===== src/rtl/branch_seq.sv =====
// ---------------------------------------------------------------------------
// branch_seq -- resolves MIPS conditional branches sitting in the ID stage.
//
// A branch seen in ID is captured (opcode, rt field, precomputed target and
// link address). The sequencer waits until its forwarded operands are valid,
// evaluates the condition for one or more cycles, then lets the delay slot
// through. While a branch is waiting or being evaluated it holds IF/ID.
//
// Ports
//   clk, resetn          clock, asynchronous active-low reset
//   id_valid             instruction present in ID
//   id_op, id_rt         opcode and rt fields of the ID instruction
//   id_imm, id_pc        branch offset and PC of the branch
//   rs_data, rt_data     forwarded operands
//   rs_ready, rt_ready   operand valid this cycle
//   pipe_stall           downstream hold
//   flush                exception flush; abandons any branch in flight
//   br_stall             hold IF/ID (WAIT and EVAL)
//   br_redirect          load br_target into the PC (one cycle per taken branch)
//   br_target            pc + 4 + (sign_extend(imm) << 2)
//   br_link, br_link_addr  write pc + 8 into r31 (BGEZAL / BLTZAL)
//   br_cnt, taken_cnt    resolved / taken branch counters, 16-bit wrapping
// ---------------------------------------------------------------------------
module branch_seq (
  input  logic        clk,
  input  logic        resetn,
  input  logic        id_valid,
  input  logic [5:0]  id_op,
  input  logic [4:0]  id_rt,
  input  logic [15:0] id_imm,
  input  logic [31:0] id_pc,
  input  logic [31:0] rs_data,
  input  logic [31:0] rt_data,
  input  logic        rs_ready,
  input  logic        rt_ready,
  input  logic        pipe_stall,
  input  logic        flush,
  output logic        br_stall,
  output logic        br_redirect,
  output logic [31:0] br_target,
  output logic        br_link,
  output logic [31:0] br_link_addr,
  output logic [15:0] br_cnt,
  output logic [15:0] taken_cnt
);

  localparam logic [5:0] OP_REGIMM = 6'b000001;
  localparam logic [5:0] OP_BEQ    = 6'b000100;
  localparam logic [5:0] OP_BNE    = 6'b000101;
  localparam logic [5:0] OP_BLEZ   = 6'b000110;
  localparam logic [5:0] OP_BGTZ   = 6'b000111;

  localparam logic [4:0] RT_BLTZ   = 5'b00000;
  localparam logic [4:0] RT_BGEZ   = 5'b00001;
  localparam logic [4:0] RT_BLTZAL = 5'b10000;
  localparam logic [4:0] RT_BGEZAL = 5'b10001;

  typedef enum logic [1:0] {
    S_IDLE,
    S_WAIT,
    S_EVAL,
    S_DSLOT
  } state_t;

  state_t state, state_nxt;

  // Latched branch context
  logic [5:0]  op_q;
  logic [4:0]  rt_q;
  logic [31:0] a_q;
  logic [31:0] b_q;

  // ---------------------------------------------------------------------------
  // Decode of the instruction currently in ID
  // ---------------------------------------------------------------------------
  logic id_regimm_br;
  logic id_is_br;
  logic id_need_rt;
  logic id_ops_ready;

  assign id_regimm_br = (id_op == OP_REGIMM) &&
                        ((id_rt == RT_BLTZ)   || (id_rt == RT_BGEZ) ||
                         (id_rt == RT_BLTZAL) || (id_rt == RT_BGEZAL));
  assign id_is_br     = id_valid &&
                        ((id_op == OP_BEQ)  || (id_op == OP_BNE) ||
                         (id_op == OP_BLEZ) || (id_op == OP_BGTZ) || id_regimm_br);
  // Only the two-operand compares depend on rt; everything else is rs-only.
  assign id_need_rt   = (id_op == OP_BEQ) || (id_op == OP_BNE);
  assign id_ops_ready = rs_ready && (!id_need_rt || rt_ready);

  // ---------------------------------------------------------------------------
  // Decode of the latched branch
  // ---------------------------------------------------------------------------
  logic q_need_rt;
  logic q_ops_ready;
  logic q_taken;
  logic q_link;

  assign q_need_rt   = (op_q == OP_BEQ) || (op_q == OP_BNE);
  assign q_ops_ready = rs_ready && (!q_need_rt || rt_ready);
  assign q_link      = (op_q == OP_REGIMM) && ((rt_q == RT_BLTZAL) || (rt_q == RT_BGEZAL));

  always_comb begin
    // NOTE: every always_comb output gets a default first so no path can infer a latch.
    q_taken = 1'b0;
    unique case (op_q)
      OP_BEQ:  q_taken = (a_q == b_q);
      OP_BNE:  q_taken = (a_q != b_q);
      OP_BLEZ: q_taken = ($signed(a_q) <= 32'sd0);
      OP_BGTZ: q_taken = ($signed(a_q) >  32'sd0);
      OP_REGIMM: begin
        if ((rt_q == RT_BGEZ) || (rt_q == RT_BGEZAL))
          q_taken = !a_q[31];
        else if ((rt_q == RT_BLTZ) || (rt_q == RT_BLTZAL))
          q_taken = a_q[31];
      end
      default: q_taken = 1'b0;
    endcase
  end

  // Qualified events
  logic capture;      // branch accepted from ID
  logic load_ops;     // operands latched this cycle
  logic leave_eval;   // branch resolved; counters advance

  assign capture    = (state == S_IDLE) && !flush && id_is_br && !pipe_stall;
  assign load_ops   = (capture && id_ops_ready) ||
                      ((state == S_WAIT) && !flush && q_ops_ready);
  assign leave_eval = (state == S_EVAL) && !flush && !pipe_stall;

  // ---------------------------------------------------------------------------
  // State register
  // ---------------------------------------------------------------------------
  always_ff @(posedge clk or negedge resetn) begin
    // NOTE: sequential state uses non-blocking assignments so every register
    // samples pre-edge values regardless of statement order.
    if (!resetn) state <= S_IDLE;
    else         state <= state_nxt;
  end

  // ---------------------------------------------------------------------------
  // Next-state logic
  // ---------------------------------------------------------------------------
  always_comb begin
    state_nxt = state;
    if (flush) begin
      state_nxt = S_IDLE;
    end else begin
      unique case (state)
        S_IDLE:  if (id_is_br && !pipe_stall) state_nxt = id_ops_ready ? S_EVAL : S_WAIT;
        S_WAIT:  if (q_ops_ready)             state_nxt = S_EVAL;
        S_EVAL:  if (!pipe_stall)             state_nxt = S_DSLOT;
        // A branch sitting in the delay slot is simply passed through.
        S_DSLOT: if (id_valid && !pipe_stall) state_nxt = S_IDLE;
        default:                              state_nxt = S_IDLE;
      endcase
    end
  end

  // ---------------------------------------------------------------------------
  // Outputs
  // ---------------------------------------------------------------------------
  always_comb begin
    br_stall    = (state == S_WAIT) || (state == S_EVAL);
    br_redirect = (state == S_EVAL) && q_taken && !pipe_stall && !flush;
    br_link     = (state == S_EVAL) && q_link && !flush;
  end

  // ---------------------------------------------------------------------------
  // Latched branch context. Target and link address are computed at capture
  // so the outputs come straight from registers and read zero out of reset.
  // ---------------------------------------------------------------------------
  always_ff @(posedge clk or negedge resetn) begin
    // NOTE: the datapath registers are reset too, because their values are
    // visible on the outputs and must read zero during reset.
    if (!resetn) begin
      op_q         <= '0;
      rt_q         <= '0;
      br_target    <= '0;
      br_link_addr <= '0;
    end else if (capture) begin
      op_q         <= id_op;
      rt_q         <= id_rt;
      br_target    <= id_pc + 32'd4 + {{14{id_imm[15]}}, id_imm, 2'b00};
      br_link_addr <= id_pc + 32'd8;
    end
  end

  always_ff @(posedge clk or negedge resetn) begin
    if (!resetn) begin
      a_q <= '0;
      b_q <= '0;
    end else if (load_ops) begin
      a_q <= rs_data;
      b_q <= rt_data;
    end
  end

  // ---------------------------------------------------------------------------
  // Counters
  // ---------------------------------------------------------------------------
  always_ff @(posedge clk or negedge resetn) begin
    if (!resetn) begin
      br_cnt    <= '0;
      taken_cnt <= '0;
    end else if (leave_eval) begin
      br_cnt <= br_cnt + 16'd1;
      if (q_taken) taken_cnt <= taken_cnt + 16'd1;
    end
  end

endmodule


===== config.mk =====
export PLATFORM = sky130hd
export DESIGN_NAME = branch_seq
export DESIGN_NICKNAME = d
export VERILOG_FILES = /design/src/rtl/branch_seq.sv
export SDC_FILE = /design/constraint.sdc
export NUM_CORES = 1
export LEC_CHECK = 0
export BUFFER_PORTS_ARGS = -buffer_cell sky130_fd_sc_hd__buf_2
export CAP_MARGIN = 20
export CORE_MARGIN = 3
export CORE_UTILIZATION = 50
export CTS_CLUSTER_DIAMETER = 150
export CTS_CLUSTER_SIZE = 8
export DETAILED_ROUTE_END_ITERATION = 10
export PLACE_DENSITY_LB_ADDON = 0.1
export SKIP_CTS_REPAIR_TIMING = 1
export SLEW_MARGIN = 20
export SYNTH_ARGS = -nofsm -noshare
export SYNTH_HDL_FRONTEND = slang
export SYNTH_SLANG_ARGS = --single-unit

===== constraint.sdc =====
create_clock -name clk -period 2.97 [get_ports clk]
set_input_delay 0.297 -clock clk [delete_from_list [all_inputs] [get_ports clk]]
set_output_delay 0.297 -clock clk [all_outputs]
set_load 0.02 [all_outputs]

==> out/results.tsv, run 1 <==
stage	metric	value	unit
placement	routabilityCongestion	0.8664	
detailed_routing	drt_iter0_drc	310	
sta	hold_violations	0	
min_path	hp-start	id_pc[1]	
synth	syn_avg_cell_area	10.20	um2
finish	layout_common_cells	buf_2 (227), dfrtp_1 (171), nand2_1 (119)	
sta	skew	0.009822	ns
cts	htree_num_levels	4	
detailed_routing	vias	7911	
power_and_ir_drop	powerDensity	714.7	mW/mm2
global_routing	grt_pass1_wl	40.75	mm
global_routing	grt_max_degree	70	
worst_setup_path	cp-startpoint	a_q[22]$_DFFE_PN0P_	
cts	clock_latency	0.42	ns
finish	final_core_util	63.33	%
floorplanning	die-area	0.02126	mm2
placement	placed_cells	1443	
detailed_routing	vias_per_cell	5.345	
synth	synth_top_cell_by_area	dfrtp_1	
run_status	status	complete, no violations	
power_and_ir_drop	vdd_drop_max	0.4709	mV
worst_setup_path	path_class	reg -> out	
synth	synth_cells	958	
cts	clockBufferDepth	2	
detailed_routing	wl_per_cell	16.79	um
cts	cts.clk_slew.worst_paths	0.07	ns
floorplanning	placementRows	50	
synth	synth_area	0.009772	mm2
detailed_routing	drt-pass1-iter-count	6	
power_and_ir_drop	clock_power_share	25.9	%
floorplanning	core	0.01896	mm2
sta	grt_setup_unrepaired	false	
synth	postSynth.asyncResetShare	100.0	%
synth	ys_ff_latch	171	
floorplanning	io-pin-count	229	
sta	fin_crit	2.771	ns
synth	synth_edf_count	0	
sta	fmax	360.9	MHz
synth	ys.flop_type	dfrtp_1	
worst_setup_path	timing.rr.start	a_q[23]$_DFFE_PN0P_	
finish	syn_to_final_growth	22.84	%
synth	synth.yosys.seq_area_share	43.79	%
sta	slew_headroom	56.44	%
sta	worst_pin_slew	0.6535	ns
cts	tritoncts	built	
cts	clockRootBuffer	clkbuf_16	
global_routing	grt_overflow	0	
finish	nNetsFinal	1401	
sta	finalCritPeriodShare	93.29	%
worst_setup_path	worstPathArrival	2.47	ns
synth	synth_top_area_share	43.79	%
worst_setup_path	critPathMaxFanout	3	
placement	io_buffers	228	
sta	holdWs	0.06409	ns
floorplanning	initial_utilization	51.55	%
detailed_routing	wl	24.85	mm
synth	synth_warnings	0	
detailed_routing	drc	0	
power_and_ir_drop	seq_power_share	41.6	%
cts	numCtsBuffers	17	
worst_setup_path	required	2.67	ns
power_and_ir_drop	swShare	35.14	%
run	drv_cap	0	
placement	hpwlAfterDp	18.81	mm
sta	final.setup.tns	0	ns
sta	setup_violations	0	
min_path	hold_path_class	in -> reg	
power_and_ir_drop	comb_power_share	32.5	%
global_routing	antenna_found_initial	2	
synth	synth.net_count	1154	
worst_setup_path	endpoint_kind	primary output	
synth	ys_types	65	
power_and_ir_drop	p_int	0.005565	W
power_and_ir_drop	p_sw	0.003015	W
detailed_routing	ant_nets	0	
cts	clkSinkCount	171	
sta	finalMaxSlewViolations	0	
floorplanning	die_h	145.8	um
power_and_ir_drop	p_leak	5.910	nW
synth	ys_top_cells_by_area	dfrtp_1 (44%), ha_1 (8.3%), mux2_2 (7.1%), xnor2_1 (6.1%), nand2_1 (4.6%)	
global_routing	grt_pass1_vias	7912	
finish	layout-drive-gt1-share	30.16	%
finish	layout_commonest_cell	buf_2	
finish	final_cell_count_no_fill	1480	
global_routing	grt_usage	23.54	%
worst_setup_path	start_kind	flop	
floorplanning	die_x	145.8	um
power_and_ir_drop	power	0.008580	W
-- synth_stat cells, types with 15 or more instances --
cell / instances
nand4_1: 32
ha_1: 65
dfrtp_1: 171
o21ai_0: 61
a21oi_1: 28
xor2_1: 39
mux2_2: 62
nor3_1: 19
clkbuf_1: 23
a21o_1: 15
nand3_1: 31
nand2_1: 119
inv_1: 24
xnor2_1: 68
nor2_1: 45
-- flip-flops by register name (all words and copies together) (netlist names) --
register,flops
a_q,32
br_target,32
br_link_addr,30
rt_q,5
state,2
taken_cnt,16
op_q,6
b_q,32
br_cnt,16
-- cells by family after synthesis --
| group | synth area share [%] |
|---|---|
| adders and majority gates | 8.528 |
| muxes | 8.041 |
| buffers and inverters | 2.676 |
| and+or+nand+nor | 15.17 |
| xor gates and xnor gates | 9.590 |
| AOI/OAI and AO/OA | 12.20 |
| DFF | 43.79 |
-- power by group through the flow --
stage          clock (W)  sequential, W  combinational, W
2_1_floorplan          0        0.00374           0.00170
3_3_place_gp           0        0.00358           0.00274
3_5_place_dp           0        0.00360           0.00278
4_1_cts          0.00226        0.00356           0.00282
5_1_grt          0.00236        0.00367           0.00307
6_report         0.00222        0.00357           0.00279
-- layer usage --
layer | track usage [%] | routed length (um)
met1 | 32.49 | 11570
met2 | 38.03 | 11700
met3 | 4.609 | 1174
met5 | 0 | 0
met4 | 6.695 | 411
-- critical path, cell delays in order (launching register included) --
cell	delay, ns
dfrtp_1	0.42
xnor2_1	0.30
nand4_1	0.15
nor4_1	0.41
and3b_1	0.23
o21ai_1	0.11
a21oi_2	0.23
buf_2	0.20
-- per-stage QoR --
| step | instance area (um2) | worst slack [ns] |
|---|---|---|
| after detailed placement | 11370 | -0.1435 |
| final | 12000 | 0.1992 |
| after floorplan | 9772 | 0.1908 |
| after global routing | 12000 | 0.03565 |
| after CTS | 11950 | -0.1649 |
| after global placement | 11370 | -0.08090 |
-- worst paths after layout --
kind	to	slack, ns	depth (start not counted)
setup / recovery	br_redirect	0.20	7
hold / removal	br_target[1]$_DFFE_PN0P_	0.06	3
setup reg to reg	taken_cnt[6]$_DFFE_PN0P_	0.39	9
hold reg to reg	br_cnt[15]$_DFFE_PN0P_	0.47	1
max in group asynchronous	a_q[31]$_DFFE_PN0P_	1.74	3
min in group asynchronous	a_q[23]$_DFFE_PN0P_	0.45	2
-- layout make-up --
class / count / area (um2)
Tap cell: 260 / 325.3
Multi-Input combinational cell: 727 / 5270
Clock buffer: 17 / 425.4
Timing Repair Buffer: 264 / 1458
Sequential cell: 171 / 4279
Antenna cell: 3 / 7.507
Clock inverter: 14 / 148.9
Fill cell: 1624 / 6952
Inverter: 24 / 90.09
(Power assumes the default switching activity.)
==> run 2: changes to the inputs <==
--- a/config.mk
+++ b/config.mk
@@ -6,13 +6,14 @@
 export NUM_CORES = 1
 export LEC_CHECK = 0
 export BUFFER_PORTS_ARGS = -buffer_cell sky130_fd_sc_hd__buf_2
-export CAP_MARGIN = 20
+export CELL_PAD_IN_SITES_DETAIL_PLACEMENT = 1
+export CELL_PAD_IN_SITES_GLOBAL_PLACEMENT = 1
 export CORE_MARGIN = 3
-export CORE_UTILIZATION = 50
+export CORE_UTILIZATION = 42
 export CTS_CLUSTER_DIAMETER = 150
 export CTS_CLUSTER_SIZE = 8
 export DETAILED_ROUTE_END_ITERATION = 10
-export PLACE_DENSITY_LB_ADDON = 0.1
+export PLACE_DENSITY = 0.9
 export SKIP_CTS_REPAIR_TIMING = 1
 export SLEW_MARGIN = 20
 export SYNTH_ARGS = -nofsm -noshare
==> out/results.tsv, run 2 (synthesis results as in run 1) <==
stage	metric	value	unit	change
sta	fmax	347.6	MHz	was 360.9 MHz
worst_setup_path	critPathMaxFanout	7		was 3
run_status	status	complete, no violations		unchanged
worst_setup_path	crit_slowest_cell	dfrtp_1		unchanged
min_path	hold_path_class	in -> reg		unchanged
floorplanning	core	0.02278	mm2	was 0.01896 mm2
floorplanning	die_x	158.5	um	was 145.8 um
floorplanning	io-pin-count	229		unchanged
power_and_ir_drop	powerDensity	739.4	mW/mm2	was 714.7 mW/mm2
worst_setup_path	max_stage_delay	0.48	ns	was 0.42 ns
global_routing	grt_pass1_wl	49.51	mm	was 40.75 mm
detailed_routing	vias_per_cell	5.542		was 5.345
finish	nNetsFinal	1401		unchanged
detailed_routing	wl_per_cell	20.41	um	was 16.79 um
finish	reg_top3	a_q: 32 flops, b_q: 32 flops, br_target: 32 flops		unchanged
global_routing	antenna_found_initial	2		unchanged
cts	clockBufferDepth	2		unchanged
floorplanning	die-area	0.02513	mm2	was 0.02126 mm2
finish	syn_to_final_growth	24.19	%	was 22.84%
sta	slew_headroom	43.47	%	was 56.44%
cts	clock_latency	0.44	ns	was 0.42 ns
worst_setup_path	path_buf_inv	1		unchanged
worst_setup_path	timing.rr.start	a_q[31]$_DFFE_PN0P_		was a_q[23]$_DFFE_PN0P_
global_routing	grt_usage	25.02	%	was 23.54%
cts	clkSinkCount	171		unchanged
power_and_ir_drop	vdd_drop_max	0.3236	mV	was 0.4709 mV
floorplanning	placementRows	55		was 50
worst_setup_path	endpoint_kind	primary output		unchanged
detailed_routing	drc	0		unchanged
sta	worst_slack	0.09317	ns	was 0.1992 ns
sta	skew	0.01494	ns	was 0.009822 ns
finish	num-fill-cells	2613		was 1624
worst_setup_path	worstPathArrival	2.58	ns	was 2.47 ns
global_routing	grt_pass1_vias	9221		was 7912
finish	final_cell_area	0.01214	mm2	was 0.01200 mm2
placement	routabilityCongestion	0.8661		was 0.8664
worst_setup_path	start_kind	flop		unchanged
min_path	hp-start	id_pc[1]		unchanged
power_and_ir_drop	seq_power_share	40.7	%	was 41.6%
global_routing	grt_max_degree	73		was 70
power_and_ir_drop	clock_power_share	26.5	%	was 25.9%
sta	holdWs	0.05655	ns	was 0.06409 ns
worst_setup_path	path_class	reg -> out		unchanged
cts	clockRootBuffer	clkbuf_16		unchanged
sta	fin_crit	2.877	ns	was 2.771 ns
floorplanning	initial_utilization	42.90	%	was 51.55%
finish	layout_common_cells	buf_2 (227), dfrtp_1 (171), nand2_1 (119)		unchanged
detailed_routing	vias	8485		was 7911
power_and_ir_drop	power	0.008973	W	was 0.008580 W
power_and_ir_drop	p_int	0.005665	W	was 0.005565 W
sta	finalCritPeriodShare	96.86	%	was 93.29%
global_routing	grt_overflow	0		unchanged
power_and_ir_drop	p_leak	5.933	nW	was 5.910 nW
cts	numCtsBuffers	17		unchanged
cts	cts.clk_slew.worst_paths	0.07	ns	about the same
finish	layout_commonest_cell	buf_2		unchanged
sta	finalMaxSlewViolations	0		unchanged
detailed_routing	drt_iter0_drc	410		was 310
worst_setup_path	cp-startpoint	a_q[31]$_DFFE_PN0P_		was a_q[22]$_DFFE_PN0P_
detailed_routing	wl	31.24	mm	was 24.85 mm
worst_setup_path	critPathTopFamily	compound AO/OA/AOI/OAI gates		was simple AND/OR/NAND/NOR gates
detailed_routing	drt-pass1-iter-count	5		was 6
placement	placed_cells	1496		was 1443
placement	hpwlAfterDp	23.42	mm	was 18.81 mm
cts	htree_num_levels	4		unchanged
placement	dp_slack	-0.3193	ns	was -0.1435 ns
power_and_ir_drop	swShare	36.86	%	was 35.14%
worst_setup_path	critical_path.cell_chain	nor4_4 > nand4_1 > o21bai_2 > xor2_1 > a41oi_4 > a21oi_2 > buf_2		was xnor2_1 > nand4_1 > nor4_1 > and3b_1 > o21ai_1 > a21oi_2 > buf_2
placement	io_buffers	228		unchanged
sta	worst_pin_slew	0.8391	ns	was 0.6535 ns
finish	layout-drive-gt1-share	30.32	%	was 30.16%
power_and_ir_drop	comb_power_share	32.7	%	was 32.5%
power_and_ir_drop	p_sw	0.003308	W	was 0.003015 W
sta	setup_violations	0		unchanged
floorplanning	die_h	158.5	um	was 145.8 um
sta	hold_violations	0		unchanged
cts	tritoncts	built		unchanged
worst_setup_path	required	2.67	ns	about the same
placement	dpl_cell_area	0.01145	mm2	was 0.01137 mm2
detailed_routing	ant_nets	0		unchanged
finish	final_cell_count_no_fill	1531		was 1480
run	drv_cap	0		unchanged
## run 2: layout make-up
class | instances | area [um2] | share of cell area, %
Clock buffer | 17 | 425.4 | 3.506
Clock inverter | 14 | 181.4 | 1.495
Sequential cell | 171 | 4279 | 35.26
Inverter | 24 | 90.09 | 0.7423
Antenna cell | 1 | 2.502 | 0.02062
Tap cell | 313 | 391.6 | 3.227
Multi-Input combinational cell | 727 | 5295 | 43.63
Timing Repair Buffer | 264 | 1470 | 12.11
## run 2: through the flow
| stage | utilization (%) | setup TNS (ns) |
|---|---|---|
| floorplan | - | 0 |
| global placement | 50.28 | -0.2058 |
| detailed placement | 50.28 | -0.6558 |
| CTS | 52.95 | -0.3212 |
| global route | 53.28 | -0.05846 |
| finish | 53.28 | 0 |
## run 2: metal layers
layer | vias to the layer above | GRT usage (%) | part of all wire (%) | wire (um)
met3 | 64 | 5.164 | 5.3 | 1645
met1 | 4248 | 30.51 | 41 | 12910
met2 | 241 | 44.08 | 51 | 15780
met4 | 2 | 8.521 | 2.8 | 890
li1 | 3930 | - | - | -
met5 | - | 0 | 0.035 | 11
## run 2: worst min-delay path: stages
cell and delay (ns):
buf_2 0.07, nand2_1 0.04, nand2_1 0.05
## run 2: power by group through the flow
stage,logic [W],registers (W),clock network [W]
2_1_floorplan,0.00170,0.00374,0
3_3_place_gp,0.00273,0.00360,0
3_5_place_dp,0.00288,0.00366,0
4_1_cts,0.00294,0.00364,0.00243
5_1_grt,0.00319,0.00375,0.00254
6_report,0.00294,0.00366,0.00238
## run 2: worst paths after layout
check | end | slack [ns] | cells past startpoint
setup / recovery | br_redirect | 0.09 | 7
hold / removal | br_target[1]$_DFFE_PN0P_ | 0.06 | 3
setup reg to reg | taken_cnt[6]$_DFFE_PN0P_ | 0.34 | 8
hold reg to reg | taken_cnt[15]$_DFFE_PN0P_ | 0.47 | 1
max in group asynchronous | a_q[3]$_DFFE_PN0P_ | 1.74 | 3
min in group asynchronous | br_cnt[3]$_DFFE_PN0P_ | 0.45 | 2
